File: src/rtl/alu_issue_pkg.sv
// Shared definitions for the ALU issue controller: opcode encodings,
// FSM state type, command record and an opcode legality helper.
package alu_issue_pkg;

    localparam int DATA_W    = 16;
    localparam int OP_W      = 4;
    localparam int TAG_W_MAX = 16;

    localparam logic [OP_W-1:0] OP_ADD = 4'b0000;
    localparam logic [OP_W-1:0] OP_XOR = 4'b0100;
    localparam logic [OP_W-1:0] OP_OR  = 4'b0110;
    localparam logic [OP_W-1:0] OP_AND = 4'b0111;
    localparam logic [OP_W-1:0] OP_EQ  = 4'b1000;
    localparam logic [OP_W-1:0] OP_NE  = 4'b1001;
    localparam logic [OP_W-1:0] OP_SUB = 4'b1010;
    localparam logic [OP_W-1:0] OP_SLT = 4'b1100;
    localparam logic [OP_W-1:0] OP_SGE = 4'b1101;
    localparam logic [OP_W-1:0] OP_ULT = 4'b1110;
    localparam logic [OP_W-1:0] OP_UGE = 4'b1111;

    typedef enum logic [1:0] {
        ST_IDLE,
        ST_ISSUE,
        ST_RESP
    } state_t;

    // Command as seen at the FIFO head; tag is widened to the largest
    // supported tag width, only the low TAG_W bits carry information.
    typedef struct packed {
        logic [OP_W-1:0]      op;
        logic [DATA_W-1:0]    a;
        logic [DATA_W-1:0]    b;
        logic [TAG_W_MAX-1:0] tag;
    } cmd_t;

    function automatic logic op_is_legal(input logic [OP_W-1:0] op);
        case (op)
            OP_ADD, OP_XOR, OP_OR, OP_AND, OP_EQ, OP_NE,
            OP_SUB, OP_SLT, OP_SGE, OP_ULT, OP_UGE: return 1'b1;
            default:                                return 1'b0;
        endcase
    endfunction

endpackage

File: src/rtl/alu_cmd_fifo.sv
// Synchronous FIFO for queued ALU commands. Pointers wrap modulo DEPTH
// (power of two); a separate occupancy counter tells full from empty.
module alu_cmd_fifo #(
    parameter int DEPTH = 4,
    parameter int W     = 8
) (
    input  logic         clk,
    input  logic         rst_n,
    input  logic         push,
    input  logic [W-1:0] push_data,
    input  logic         pop,
    output logic [W-1:0] pop_data,
    output logic         full,
    output logic         empty
);

    localparam int PTR_W = $clog2(DEPTH);
    localparam int CNT_W = $clog2(DEPTH) + 1;

    logic [W-1:0]     mem_q [DEPTH];
    logic [PTR_W-1:0] wr_ptr_q, wr_ptr_d;
    logic [PTR_W-1:0] rd_ptr_q, rd_ptr_d;
    logic [CNT_W-1:0] count_q, count_d;
    logic             push_en;
    logic             pop_en;

    assign full     = (count_q == CNT_W'(DEPTH));
    assign empty    = (count_q == '0);
    assign pop_data = mem_q[rd_ptr_q];
    assign push_en  = push && !full;
    assign pop_en   = pop && !empty;

    // Next pointer and occupancy values.
    always_comb begin
        // NOTE: every variable gets a default before any branch, so no path leaves it unassigned and no latch is inferred.
        wr_ptr_d = wr_ptr_q;
        rd_ptr_d = rd_ptr_q;
        count_d  = count_q;
        if (push_en) begin
            wr_ptr_d = wr_ptr_q + PTR_W'(1);
        end
        if (pop_en) begin
            rd_ptr_d = rd_ptr_q + PTR_W'(1);
        end
        case ({push_en, pop_en})
            2'b10:   count_d = count_q + CNT_W'(1);
            2'b01:   count_d = count_q - CNT_W'(1);
            default: count_d = count_q;
        endcase
    end

    // Pointer and occupancy registers.
    always_ff @(posedge clk or negedge rst_n) begin
        if (!rst_n) begin
            // NOTE: sequential state uses non-blocking assignments so all flops update together from pre-edge values.
            wr_ptr_q <= '0;
            rd_ptr_q <= '0;
            count_q  <= '0;
        end else begin
            wr_ptr_q <= wr_ptr_d;
            rd_ptr_q <= rd_ptr_d;
            count_q  <= count_d;
        end
    end

    // Storage array write port.
    // NOTE: the storage array is not reset; empty pointers guard it, and leaving it unreset keeps it mappable to plain RAM/flops without reset.
    always_ff @(posedge clk) begin
        if (push_en) begin
            mem_q[wr_ptr_q] <= push_data;
        end
    end

endmodule

File: src/rtl/alu_issue_ctrl.sv
// ALU issue controller: queues commands, issues them one at a time to an
// external combinational ALU, captures the result and holds it until the
// consumer accepts it. Define ALU_ISSUE_STATS_EN to add the stat_ops
// completed-operation counter port.
module alu_issue_ctrl
    import alu_issue_pkg::*;
#(
    parameter int FIFO_DEPTH = 4,
    parameter int TAG_W      = 4
) (
    input  logic              clk,
    input  logic              rst_n,
    input  logic              cmd_valid,
    output logic              cmd_ready,
    input  logic [3:0]        cmd_op,
    input  logic [15:0]       cmd_a,
    input  logic [15:0]       cmd_b,
    input  logic [TAG_W-1:0]  cmd_tag,
    output logic [15:0]       alu_a,
    output logic [15:0]       alu_b,
    output logic [3:0]        alu_sel,
    input  logic [15:0]       alu_out,
    output logic              rsp_valid,
    input  logic              rsp_ready,
    output logic [15:0]       rsp_result,
    output logic              rsp_zero,
    output logic              rsp_err,
    output logic [TAG_W-1:0]  rsp_tag
`ifdef ALU_ISSUE_STATS_EN
    ,
    output logic [15:0]       stat_ops
`endif
);

    localparam int PAY_W = OP_W + 2 * DATA_W + TAG_W;

    logic             fifo_push;
    logic             fifo_pop;
    logic             fifo_full;
    logic             fifo_empty;
    logic [PAY_W-1:0] fifo_din;
    logic [PAY_W-1:0] fifo_dout;
    cmd_t             head;
    logic             head_legal;
    logic             head_tag_unused;
    logic             rsp_hs;

    state_t            state_q, state_d;
    logic [15:0]       alu_a_q, alu_a_d;
    logic [15:0]       alu_b_q, alu_b_d;
    logic [3:0]        alu_sel_q, alu_sel_d;
    logic              op_err_q, op_err_d;
    logic [TAG_W-1:0]  cmd_tag_q, cmd_tag_d;
    logic [15:0]       rsp_result_q, rsp_result_d;
    logic              rsp_zero_q, rsp_zero_d;
    logic              rsp_err_q, rsp_err_d;
    logic [TAG_W-1:0]  rsp_tag_q, rsp_tag_d;

    // A full FIFO refuses commands even when a pop happens the same cycle.
    assign cmd_ready = !fifo_full;
    assign fifo_push = cmd_valid && !fifo_full;
    assign fifo_din  = {cmd_op, cmd_a, cmd_b, cmd_tag};

    alu_cmd_fifo #(
        .DEPTH (FIFO_DEPTH),
        .W     (PAY_W)
    ) u_fifo (
        .clk       (clk),
        .rst_n     (rst_n),
        .push      (fifo_push),
        .push_data (fifo_din),
        .pop       (fifo_pop),
        .pop_data  (fifo_dout),
        .full      (fifo_full),
        .empty     (fifo_empty)
    );

    // Unpack the FIFO head into the command record.
    always_comb begin
        head     = '0;
        head.op  = fifo_dout[PAY_W-1 -: OP_W];
        head.a   = fifo_dout[TAG_W + 2*DATA_W - 1 -: DATA_W];
        head.b   = fifo_dout[TAG_W + DATA_W - 1 -: DATA_W];
        head.tag = TAG_W_MAX'(fifo_dout[TAG_W-1:0]);
    end

    assign head_legal      = op_is_legal(head.op);
    assign head_tag_unused = |head.tag;
    assign rsp_hs          = (state_q == ST_RESP) && rsp_ready;

    // FSM next state, head pop/load and result capture.
    always_comb begin
        state_d      = state_q;
        alu_a_d      = alu_a_q;
        alu_b_d      = alu_b_q;
        alu_sel_d    = alu_sel_q;
        op_err_d     = op_err_q;
        cmd_tag_d    = cmd_tag_q;
        rsp_result_d = rsp_result_q;
        rsp_zero_d   = rsp_zero_q;
        rsp_err_d    = rsp_err_q;
        rsp_tag_d    = rsp_tag_q;
        fifo_pop     = 1'b0;

        case (state_q)
            ST_IDLE: begin
                if (!fifo_empty) begin
                    fifo_pop = 1'b1;
                    state_d  = ST_ISSUE;
                end
            end
            ST_ISSUE: begin
                // Illegal opcodes run a harmless ADD on the ALU but report 0.
                rsp_result_d = op_err_q ? 16'h0000 : alu_out;
                rsp_zero_d   = op_err_q || (alu_out == 16'h0000);
                rsp_err_d    = op_err_q;
                rsp_tag_d    = cmd_tag_q;
                state_d      = ST_RESP;
            end
            ST_RESP: begin
                if (rsp_ready) begin
                    if (!fifo_empty) begin
                        fifo_pop = 1'b1;
                        state_d  = ST_ISSUE;
                    end else begin
                        state_d  = ST_IDLE;
                    end
                end
            end
            default: state_d = ST_IDLE;
        endcase

        // The ALU operand registers double as the issue registers, so they
        // only change when a new command is popped and hold otherwise.
        if (fifo_pop) begin
            alu_a_d   = head.a;
            alu_b_d   = head.b;
            alu_sel_d = head_legal ? head.op : OP_ADD;
            op_err_d  = !head_legal;
            cmd_tag_d = head.tag[TAG_W-1:0];
        end
    end

    // State, issue and response registers.
    always_ff @(posedge clk or negedge rst_n) begin
        if (!rst_n) begin
            state_q      <= ST_IDLE;
            alu_a_q      <= '0;
            alu_b_q      <= '0;
            alu_sel_q    <= '0;
            op_err_q     <= 1'b0;
            cmd_tag_q    <= '0;
            rsp_result_q <= '0;
            rsp_zero_q   <= 1'b0;
            rsp_err_q    <= 1'b0;
            rsp_tag_q    <= '0;
        end else begin
            state_q      <= state_d;
            alu_a_q      <= alu_a_d;
            alu_b_q      <= alu_b_d;
            alu_sel_q    <= alu_sel_d;
            op_err_q     <= op_err_d;
            cmd_tag_q    <= cmd_tag_d;
            rsp_result_q <= rsp_result_d;
            rsp_zero_q   <= rsp_zero_d;
            rsp_err_q    <= rsp_err_d;
            rsp_tag_q    <= rsp_tag_d;
        end
    end

    assign alu_a      = alu_a_q;
    assign alu_b      = alu_b_q;
    assign alu_sel    = alu_sel_q;
    assign rsp_valid  = (state_q == ST_RESP);
    assign rsp_result = rsp_result_q;
    assign rsp_zero   = rsp_zero_q;
    assign rsp_err    = rsp_err_q;
    assign rsp_tag    = rsp_tag_q;

`ifdef ALU_ISSUE_STATS_EN
    logic [15:0] stat_ops_q, stat_ops_d;

    // Completed-operation count, wraps at 16 bits.
    always_comb begin
        stat_ops_d = stat_ops_q;
        if (rsp_hs) begin
            stat_ops_d = stat_ops_q + 16'd1;
        end
    end

    // Completed-operation counter register.
    always_ff @(posedge clk or negedge rst_n) begin
        if (!rst_n) begin
            stat_ops_q <= '0;
        end else begin
            stat_ops_q <= stat_ops_d;
        end
    end

    assign stat_ops = stat_ops_q;
`else
    logic rsp_hs_unused;
    assign rsp_hs_unused = rsp_hs;
`endif

endmodule

File: config.mk
export PLATFORM = sky130hd
export DESIGN_NAME = alu_issue_ctrl
export DESIGN_NICKNAME = d
export VERILOG_FILES = /design/src/rtl/alu_issue_pkg.sv /design/src/rtl/alu_cmd_fifo.sv /design/src/rtl/alu_issue_ctrl.sv
export SDC_FILE = /design/constraint.sdc
export NUM_CORES = 1
export LEC_CHECK = 0
export BUFFER_PORTS_ARGS = -buffer_cell sky130_fd_sc_hd__buf_2
export CAP_MARGIN = 20
export CORE_MARGIN = 8
export CORE_UTILIZATION = 40
export CTS_CLUSTER_SIZE = 24
export DETAILED_ROUTE_END_ITERATION = 8
export GPL_TIMING_DRIVEN = 1
export PLACE_DENSITY_LB_ADDON = 0.2
export SLEW_MARGIN = 20
export SYNTH_ARGS = -nofsm -noshare
export SYNTH_HDL_FRONTEND = slang
export SYNTH_HIERARCHICAL = 1
export SYNTH_SLANG_ARGS = --single-unit
File: constraint.sdc
create_clock -name clk -period 7.5 [get_ports clk]
set_clock_uncertainty 0.1 [all_clocks]
set_input_delay 0 -clock clk [delete_from_list [all_inputs] [get_ports clk]]
set_output_delay 0 -clock clk [all_outputs]
set_load 0.05 [all_outputs]
==> run summary, run 1 <==
slowest stage cell, crit path: buf_4
starting density of the core: 40.5%
Yosys warnings: 6
HPWL Detailed: 10.2 mm
Root Driver: clkbuf_16
status: complete, no violations
measured slew at the worst slew-check pin: 1.07 ns
syn avg cell area: 21.3 um2
top-count cell post-synth: edfxtp_1
critical path arrival: 3.24 ns
number of H-tree levels: 1
syn nets: 478
I/O pin cnt: 120
startpoint types: flop
Iter 0 DRT Violations: 286
clock sinks: 232
CP delay by family, top: buffers and inverters
WP buf/inv: 2
clk slew on worst S/H paths: 0.06 ns
vias after detailed routing: 4448
GP Congestion: 0.728
max_cap viols: 0
vias per inst: 4.94
R2R setup slack: 4.61 ns
#FFs+latches synth: 232
achievable frequency: 0.346 GHz
FF-to-FF path depth: 10
fillers: 1743
Final Cycle Share: 38.6%
Area Growth Syn to Fin: 25.6%
worst hold path type: in2async
kind of critical path: reg2reg
final max-slew violation count: 0
Setup violations, final: 0
Final Hold Viols: 0
Worst EP required: 7.84 ns
IO buf count: 119
first-pass GRT wire length: 27.2 mm
final wirelength: 17.2 mm
Unique masters post-synth: 36
Critical Path End Type: flop
layout cell share with drive strength beyond 1: 40.2%
Worst Setup Slack, final: 4.61 ns
Routed Antenna Nets: 0
grt total ovfl: 0
fin nets: 667
First-pass DRT Iterations: 4
final worst path period need: 2.89 ns
cts bufs inserted: 25
CTS resizes: 0
RR Endpoint: u_fifo/count_q[2]
clock latency on the worst-skew pair: 0.52 ns
TNS Setup: 0 ns
Cell Chain, Critical Path: nor3_1, a211oi_4, buf_4, o31a_1, ha_1, inv_1, fa_1, xor2_1, nor2_1, xor2_1
Setup WS pre-CTS: 4.59 ns
floorplan row count: 54
most area-consuming cells after synthesis: edfxtp_1 (55%), dfrtp_1 (21%), mux4_2 (9.7%)
Synth top area share: 54.7%
count of flip-flops with a built-in enable after synthesis: 160
die height: 164 um
CP most frequent cell: xor2_1
CP peak stage delay: 0.55 ns
pin count of the biggest net entering global routing: 73
Top FF cell, synth: edfxtp_1
Routed WL per cell: 19.1 um
n_diodes: 0
hold slack: 0.0934 ns
Critical R2R Launch: u_fifo/count_q[0]
vias in the first global route: 4990
CTS tree: yes
Die Area: 0.0270 mm2
GRT Total Usage: 12.9%
synth cell count leaders: edfxtp_1 (160), dfrtp_1 (72), mux2_2 (41)
Crit Path Max Fanout: 42
Static Leak: 0.00420 uW
sequential share of the synthesized area: 75.2%
leading area contributor after synthesis: edfxtp_1
Syn Std Cell Area: 0.00878 mm2
RSZ-0062 raised after global routing: no
worst rel slew slack: 28.4%
P per Cell Area: 461 mW/mm2
initial antenna violation count: 0
Longest Clk Path Bufs: 3
Core ar.: 0.0217 mm2
cell count after synthesis: 412
ys async rst share: 31.0%
VDD IR max: 325 uV
drt drc: 0
Die X: 164 um
-- worst reg2reg max path, stage by stage, from the launching register on --
cell,delay (ns)
dfrtp_1,0.45
nor3_1,0.14
a211oi_4,0.21
buf_4,0.55
o31a_1,0.30
ha_1,0.20
inv_1,0.06
fa_1,0.38
xor2_1,0.15
nor2_1,0.12
xor2_1,0.15
-- layout by cell type (no fill, tap or decap), types with 2 or more instances in the layout --
cell type and n:
clkbuf_8 3, dfrtp_1 70, a21oi_1 2, ha_1 5, buf_2 118, mux4_1 2, and2_4 3, o21ai_0 3
inv_1 13, clkinv_1 2, a22o_1 16, xor2_1 3, nor4_1 4, clkinv_2 3, mux4_2 38, mux2_1 2
nand2_1 2, nor2b_1 4, nand2b_1 2, clkbuf_1 7, mux2i_1 5, mux2_2 41, edfxtp_1 160, bufinv_16 4
xnor2_1 3, nor2_1 2, clkbuf_16 25, dlygate4sd3_1 59, buf_4 3
-- worst max path at each step --
stage                           start                 to  slack [ns]  cells after the start
floorplan           u_fifo/count_q[0]  u_fifo/count_q[2]        5.08                     10
global placement    u_fifo/count_q[0]  u_fifo/count_q[2]        4.70                     10
detailed placement  u_fifo/count_q[0]  u_fifo/count_q[2]        4.59                     10
CTS                 u_fifo/count_q[0]  u_fifo/count_q[2]        4.58                     10
global route        u_fifo/count_q[0]  u_fifo/count_q[2]        4.39                     10
finish              u_fifo/count_q[0]  u_fifo/count_q[2]        4.61                     10
-- layer usage --
| metal | global-route usage (%) | routed length (um) | vias to the layer above | part of all wire [%] |
|---|---|---|---|---|
| met5 | 0 | 0 | - | 0 |
| met4 | 3.64 | 329 | 0 | 1.9 |
| met3 | 2.78 | 925 | 25 | 5.4 |
| met2 | 22.0 | 8530 | 110 | 50 |
| met1 | 16.4 | 7370 | 2300 | 43 |
| li1 | - | - | 2013 | - |
-- state kept, by name (all words and copies together), names as in the netlist --
name / cells
u_fifo/mem_q: 160
alu_a: 16
alu_b: 16
rsp_result: 16
alu_sel: 4
cmd_tag_q: 4
rsp_tag: 4
u_fifo/count_q: 3
state_q: 2
u_fifo/rd_ptr_q: 2
u_fifo/wr_ptr_q: 2
op_err_q: 1
rsp_err: 1
rsp_zero: 1
-- what timing repair did --
action,in CTS,in global routing
hold endpoints to repair,252,0
buffers inserted,0,0
hold buffers,59,0
endpoints found under the setup margin,0,0
-- layout make-up --
type                    count  area, um2  share of cell area (%)
inverters                  13       48.8                   0.442
well taps                 280        350                    3.18
clock inverters            11        170                    1.54
flip-flops and latches    232       6610                    59.9
repair buffers            180       1200                    10.9
clock buffers              35        693                    6.28
multi-input cells         149       1950                    17.7
-- metrics by stage --
stage	util [%]	area (um2)	power, uW	cells
after global routing	50.9	11000	5360	900
after CTS	50.9	11000	5180	900
after global placement	44.1	9570	3820	795
after detailed placement	44.2	9580	3870	795
after floorplan	-	8780	3470	412
final	50.9	11000	5090	900
-- where the power goes --
group | switching, uW | internal, uW
clock network | 481 | 786
registers | 255 | 1780
logic | 1090 | 700
-- cell families after synthesis --
| family | Yosys count | synth area share [%] |
|---|---|---|
| fa+ha+maj | 6 | 0.940 |
| mux | 88 | 16.4 |
| flops | 232 | 75.2 |
| compound gates | 25 | 2.41 |
| xor+xnor | 6 | 0.598 |
| simple gates | 24 | 1.77 |
| buf+inv | 31 | 2.64 |
No activity file was read; power rests on OpenSTA's default activity.
==> run 2, diff against run 1 <==
Clock period 7.5 ns to 2.4 ns, I/O delays scaled along.
==> run 2 against run 1 <==
Via count grew 0.85%. Sequential share of layout area fell by 1.4 points. Clock power rose to 3.3 times the previous value.
==> run summary, run 2 (synthesized netlist as in run 1, its figures left out) <==
n_diodes: 0
Final Hold Viols: 0
GRT Total Usage: 13.1%
I/O pin cnt: 120
commonest non-fill, non-tap cells in the layout: edfxtp_1 (160), buf_2 (118), dfrtp_1 (69)
first-pass GRT wire length: 27.4 mm
FF-to-FF path depth: 10
achievable frequency: 0.440 GHz
initial antenna violation count: 1
First-pass DRT Iterations: 4
floorplan row count: 54
Setup violations, final: 0
CP peak stage delay: 0.46 ns
CP delay by family, top: simple AND/OR/NAND/NOR gates
Clk pwr share: 25.7%
M1 WL: 7.95 mm
crit path capture: u_fifo/count_q[2]
grt total ovfl: 0
RSZ-0062 raised after global routing: no
starting density of the core: 40.5%
Sw Pwr: 5790 uW
max reg flops: 160
Routed Antenna Nets: 0
vias per inst: 4.91
RR Endpoint: u_fifo/count_q[2]
highest metal used: met5
Biggest register: u_fifo/mem_q
Final Cycle Share: 94.6%
final max-slew violation count: 0
logic gate share of total power: 37.1%
clock sinks: 232
met2 routed WL: 8.00 mm
Critical R2R Launch: u_fifo/count_q[0]
IO buf count: 119
Sequential Power Share: 37.2%
most common cell after layout, fill and taps aside: edfxtp_1
Cell Chain, Critical Path: nor3b_4, nor2b_1, nor2b_2, inv_1, ha_1, inv_1, fa_1, xor2_1, nor2_1, xor2_1
fin nets: 681
drt drc: 0
Crit Path Max Fanout: 7
vias after detailed routing: 4486
critical path arrival: 2.60 ns
final worst path period need: 2.27 ns
Static Leak: 0.00432 uW
Critical Path End Type: flop
VDD IR max: 831 uV
layout cell share with drive strength beyond 1: 42.8%
number of H-tree levels: 1
GP Congestion: 0.719
Die X: 164 um
worst rel slew slack: 56.3%
cts bufs inserted: 25
Tot Pwr: 16400 uW
kind of critical path: reg2reg
Worst EP required: 2.73 ns
Net Sw Frac: 35.4%
worst hold path type: in2reg
CP Launch Point: u_fifo/count_q[0]
slowest stage cell, crit path: dfrtp_2
status: complete, no violations
Crit. path cell count: 10
Int Pwr: 10600 uW
CTS tree: yes
die height: 164 um
max_cap viols: 0
WP buf/inv: 2
pin count of the biggest net entering global routing: 42
measured slew at the worst slew-check pin: 0.655 ns
clk slew on worst S/H paths: 0.06 ns
final wirelength: 17.6 mm
TNS Setup: 0 ns
Die Area: 0.0270 mm2
Iter 0 DRT Violations: 238
startpoint types: flop
P per Cell Area: 1450 mW/mm2
postcts setup bufs: 0
Core ar.: 0.0217 mm2
clock latency on the worst-skew pair: 0.51 ns
Area Growth Syn to Fin: 28.5%
Longest Clk Path Bufs: 3
routed wl met3: 1.24 mm
Root Driver: clkbuf_16
Routed WL per cell: 19.2 um
HPWL Detailed: 10.7 mm
R2R setup slack: 0.13 ns
vias in the first global route: 4868
-- run 2: power groups by stage --
| stage | Sequential (uW) | Combinational (uW) | Clock [uW] |
|---|---|---|---|
| 2_1_floorplan | 7680 | 3150 | 0 |
| 3_3_place_gp | 6130 | 6030 | 0 |
| 3_5_place_dp | 6190 | 6100 | 0 |
| 4_1_cts | 6110 | 6200 | 4330 |
| 5_1_grt | 6230 | 6510 | 4470 |
| 6_report | 6100 | 6080 | 4200 |
-- run 2: per-layer routing --
metal,vias to the layer above,GRT usage (%)
met2,130,20.4
met5,-,0
met3,26,3.21
met4,2,3.72
met1,2282,18.2
li1,2046,-
-- run 2: metrics by stage --
| stage | hold WS, ns | utilization, % | instance area (um2) | worst slack (ns) | std cells |
|---|---|---|---|---|---|
| 2_1_floorplan | -0.396 | - | 8790 | 0.0379 | 412 |
| 3_3_place_gp | -0.0594 | 44.9 | 9740 | 0.214 | 807 |
| 3_5_place_dp | -0.0524 | 44.9 | 9740 | 0.123 | 807 |
| 4_1_cts | 0.118 | 52.0 | 11300 | 0.0843 | 913 |
| 5_1_grt | 0.124 | 52.0 | 11300 | 0.0231 | 913 |
| 6_report | 0.143 | 52.0 | 11300 | 0.130 | 913 |
-- run 2: worst min path at each step --
| stage | start | end | slack [ns] | depth (start not counted) |
|---|---|---|---|---|
| after floorplan | rst_n | alu_a[0] | -0.40 | 0 |
| after global placement | rst_n | rsp_result[6] | -0.06 | 1 |
| after detailed placement | rst_n | rsp_result[6] | -0.05 | 1 |
| after CTS | cmd_a[9] | u_fifo/mem_q[2][29] | 0.12 | 2 |
| after global routing | cmd_a[13] | u_fifo/mem_q[2][33] | 0.12 | 2 |
| final | cmd_a[11] | u_fifo/mem_q[2][31] | 0.14 | 2 |
-- run 2: repair_timing --
item / 4_1_cts / 5_1_grt
hold buffers: 61 / 0
endpoints found under the setup margin: 0 / 1
gates resized for setup: 0 / 2
endpoints found under the hold margin: 252 / 0
-- run 2: cell type report --
type	instances	area [um2]
Tap cell	280	350
Inverter	13	48.8
Timing Repair Buffer	194	1400
Clock buffer	26	639
Sequential cell	232	6610
Clock inverter	19	283
Fill cell	1737	10400
Multi-Input combinational cell	149	1960
==> run 3, diff against run 2 <==
Settings changed: MAX_ROUTING_LAYER set to met4.
Clock period 2.4 ns to 1.9 ns, I/O delays scaled along.
==> run 3 against run 2 <==
The flow now finishes with violations (setup timing). Global-route usage up 0.80 points. Non-clock buffer count rose by 27. Worst setup slack lost 0.26 ns. Fmax is 12% higher. Utilization grew 0.96 points. Routed wire length is 5.9% higher. Flip-flop and latch count did not move. First-iteration DRC count is 10% lower. Clock power increased by 8.6%. Clock-buffer cell count increased by 9. Via count is 4.5% higher. Highest routed layer is now met4.
==> run summary, run 3 (synthesized netlist as in run 1, its figures left out) <==
Iter 0 DRT Violations: 214
routed wl met3: 1.09 mm
startpoint types: flop
Root Driver: clkbuf_16
clock latency on the worst-skew pair: 0.50 ns
status: complete, but fails checks
clock sinks: 232
Worst EP required: 2.22 ns
Longest Clk Path Bufs: 3
Sw Pwr: 7500 uW
first-pass GRT wire length: 28.5 mm
fin nets: 708
Die Area: 0.0270 mm2
Area Growth Syn to Fin: 30.9%
most common cell after layout, fill and taps aside: edfxtp_1
Static Leak: 0.00443 uW
Int Pwr: 13300 uW
Setup violations, final: 2
worst rel slew slack: 70.5%
Sequential Power Share: 37.0%
First-pass DRT Iterations: 5
IO buf count: 119
Core ar.: 0.0217 mm2
measured slew at the worst slew-check pin: 0.441 ns
Clk pwr share: 21.9%
M1 WL: 8.44 mm
Routed Antenna Nets: 0
Final Cycle Share: 107%
initial antenna violation count: 1
pin count of the biggest net entering global routing: 42
Critical Path End Type: flop
VDD IR max: 1130 uV
HPWL Detailed: 11.4 mm
cts bufs inserted: 25
vias per inst: 4.98
max reg flops: 160
final worst path period need: 2.03 ns
RSZ-0062 raised after global routing: yes
hold slack: 0.0586 ns
GRT Total Usage: 13.9%
number of H-tree levels: 1
Worst Setup Slack, final: -0.133 ns
logic gate share of total power: 41.1%
R2R setup slack: -0.13 ns
max_cap viols: 0
met2 routed WL: 8.83 mm
critical path arrival: 2.35 ns
die height: 164 um
highest metal used: met4
Critical R2R Launch: u_fifo/count_q[0]
FF-to-FF path depth: 9
RR Endpoint: u_fifo/count_q[2]
Net Sw Frac: 36.1%
P per Cell Area: 1810 mW/mm2
Routed WL per cell: 19.8 um
crit path capture: u_fifo/count_q[2]
CTS tree: yes
kind of critical path: reg2reg
vias in the first global route: 5138
Die X: 164 um
layout cell share with drive strength beyond 1: 45.3%
drt drc: 0
Biggest register: u_fifo/mem_q
final max-slew violation count: 0
vias after detailed routing: 4687
floorplan row count: 54
final wirelength: 18.6 mm
starting density of the core: 40.5%
failing checks: setup timing
CP Launch Point: u_fifo/count_q[0]
clk slew on worst S/H paths: 0.06 ns
GP Congestion: 0.713
grt total ovfl: 0
I/O pin cnt: 120
Final Hold Viols: 0
worst hold path type: in2reg
commonest non-fill, non-tap cells in the layout: edfxtp_1 (160), buf_2 (118), dfrtp_1 (68)
placed inst area: 0.00992 mm2
achievable frequency: 0.492 GHz
final instance area: 0.0115 mm2
Crit Path Max Fanout: 3
run 3: cell type report:
cell class	instances	area (um2)
clock inverter	10	103
clock buffer	35	673
multi-input combinational	149	2000
sequential	232	6610
timing repair buffer	221	1710
antenna	1	2.50
inverter	13	48.8
fill	1747	10200
tap	280	350
run 3: metrics by stage:
stage	worst slack (ns)	power, uW	cells	utilization (%)	setup TNS (ns)
finish	-0.133	20800	941	53.0	-0.151
global route	-0.264	21800	941	53.0	-1.75
floorplan	-0.396	13800	412	-	-0.683
CTS	-0.139	20700	932	52.2	-1.54
global placement	-0.0886	15700	826	45.7	-0.202
detailed placement	-0.189	15900	826	45.7	-0.820
run 3: per-layer routing:
layer | up-vias | track usage (%)
met4 | 0 | 2.98
met2 | 144 | 22.5
met5 | - | -
met3 | 20 | 2.56
met1 | 2430 | 18.2
li1 | 2093 | -
run 3: how the worst min path moves through the flow:
stage	start	to	slack, ns	cells after the start
floorplan	rst_n	alu_a[0]	-0.40	0
CTS	cmd_valid	u_fifo/wr_ptr_q[0]	0.04	5
global route	cmd_valid	u_fifo/count_q[1]	0.06	6
global placement	rst_n	state_q[1]	-0.12	1
finish	cmd_valid	u_fifo/count_q[0]	0.06	6
detailed placement	rst_n	state_q[1]	-0.12	1
run 3: critical path, cell delays in order, from the launching register on:
cell and delay, ns:
dfrtp_2 0.42, nor3_4 0.07, a211oi_4 0.17, o31a_1 0.25
ha_4 0.16, inv_2 0.03, fa_2 0.33, xor2_1 0.14
nor2_1 0.11, xor2_1 0.16
run 3: repair_timing:
item                                    4_1_cts  5_1_grt
pin swaps                                     3        3
endpoints found under the setup margin       44      176
endpoints found under the hold margin       251        0
hold buffers                                 60        0
resized for setup                             2       19
buffers inserted                              1        4
gates cloned                                  0        4
run 3: power groups by stage:
stage | clock (uW) | sequential [uW] | combinational (uW)
after CTS | 4690 | 7690 | 8310
after detailed placement | 0 | 7770 | 8150
after floorplan | 0 | 9710 | 4040
final | 4560 | 7690 | 8540
after global placement | 0 | 7690 | 8010
after global routing | 4890 | 7860 | 9090
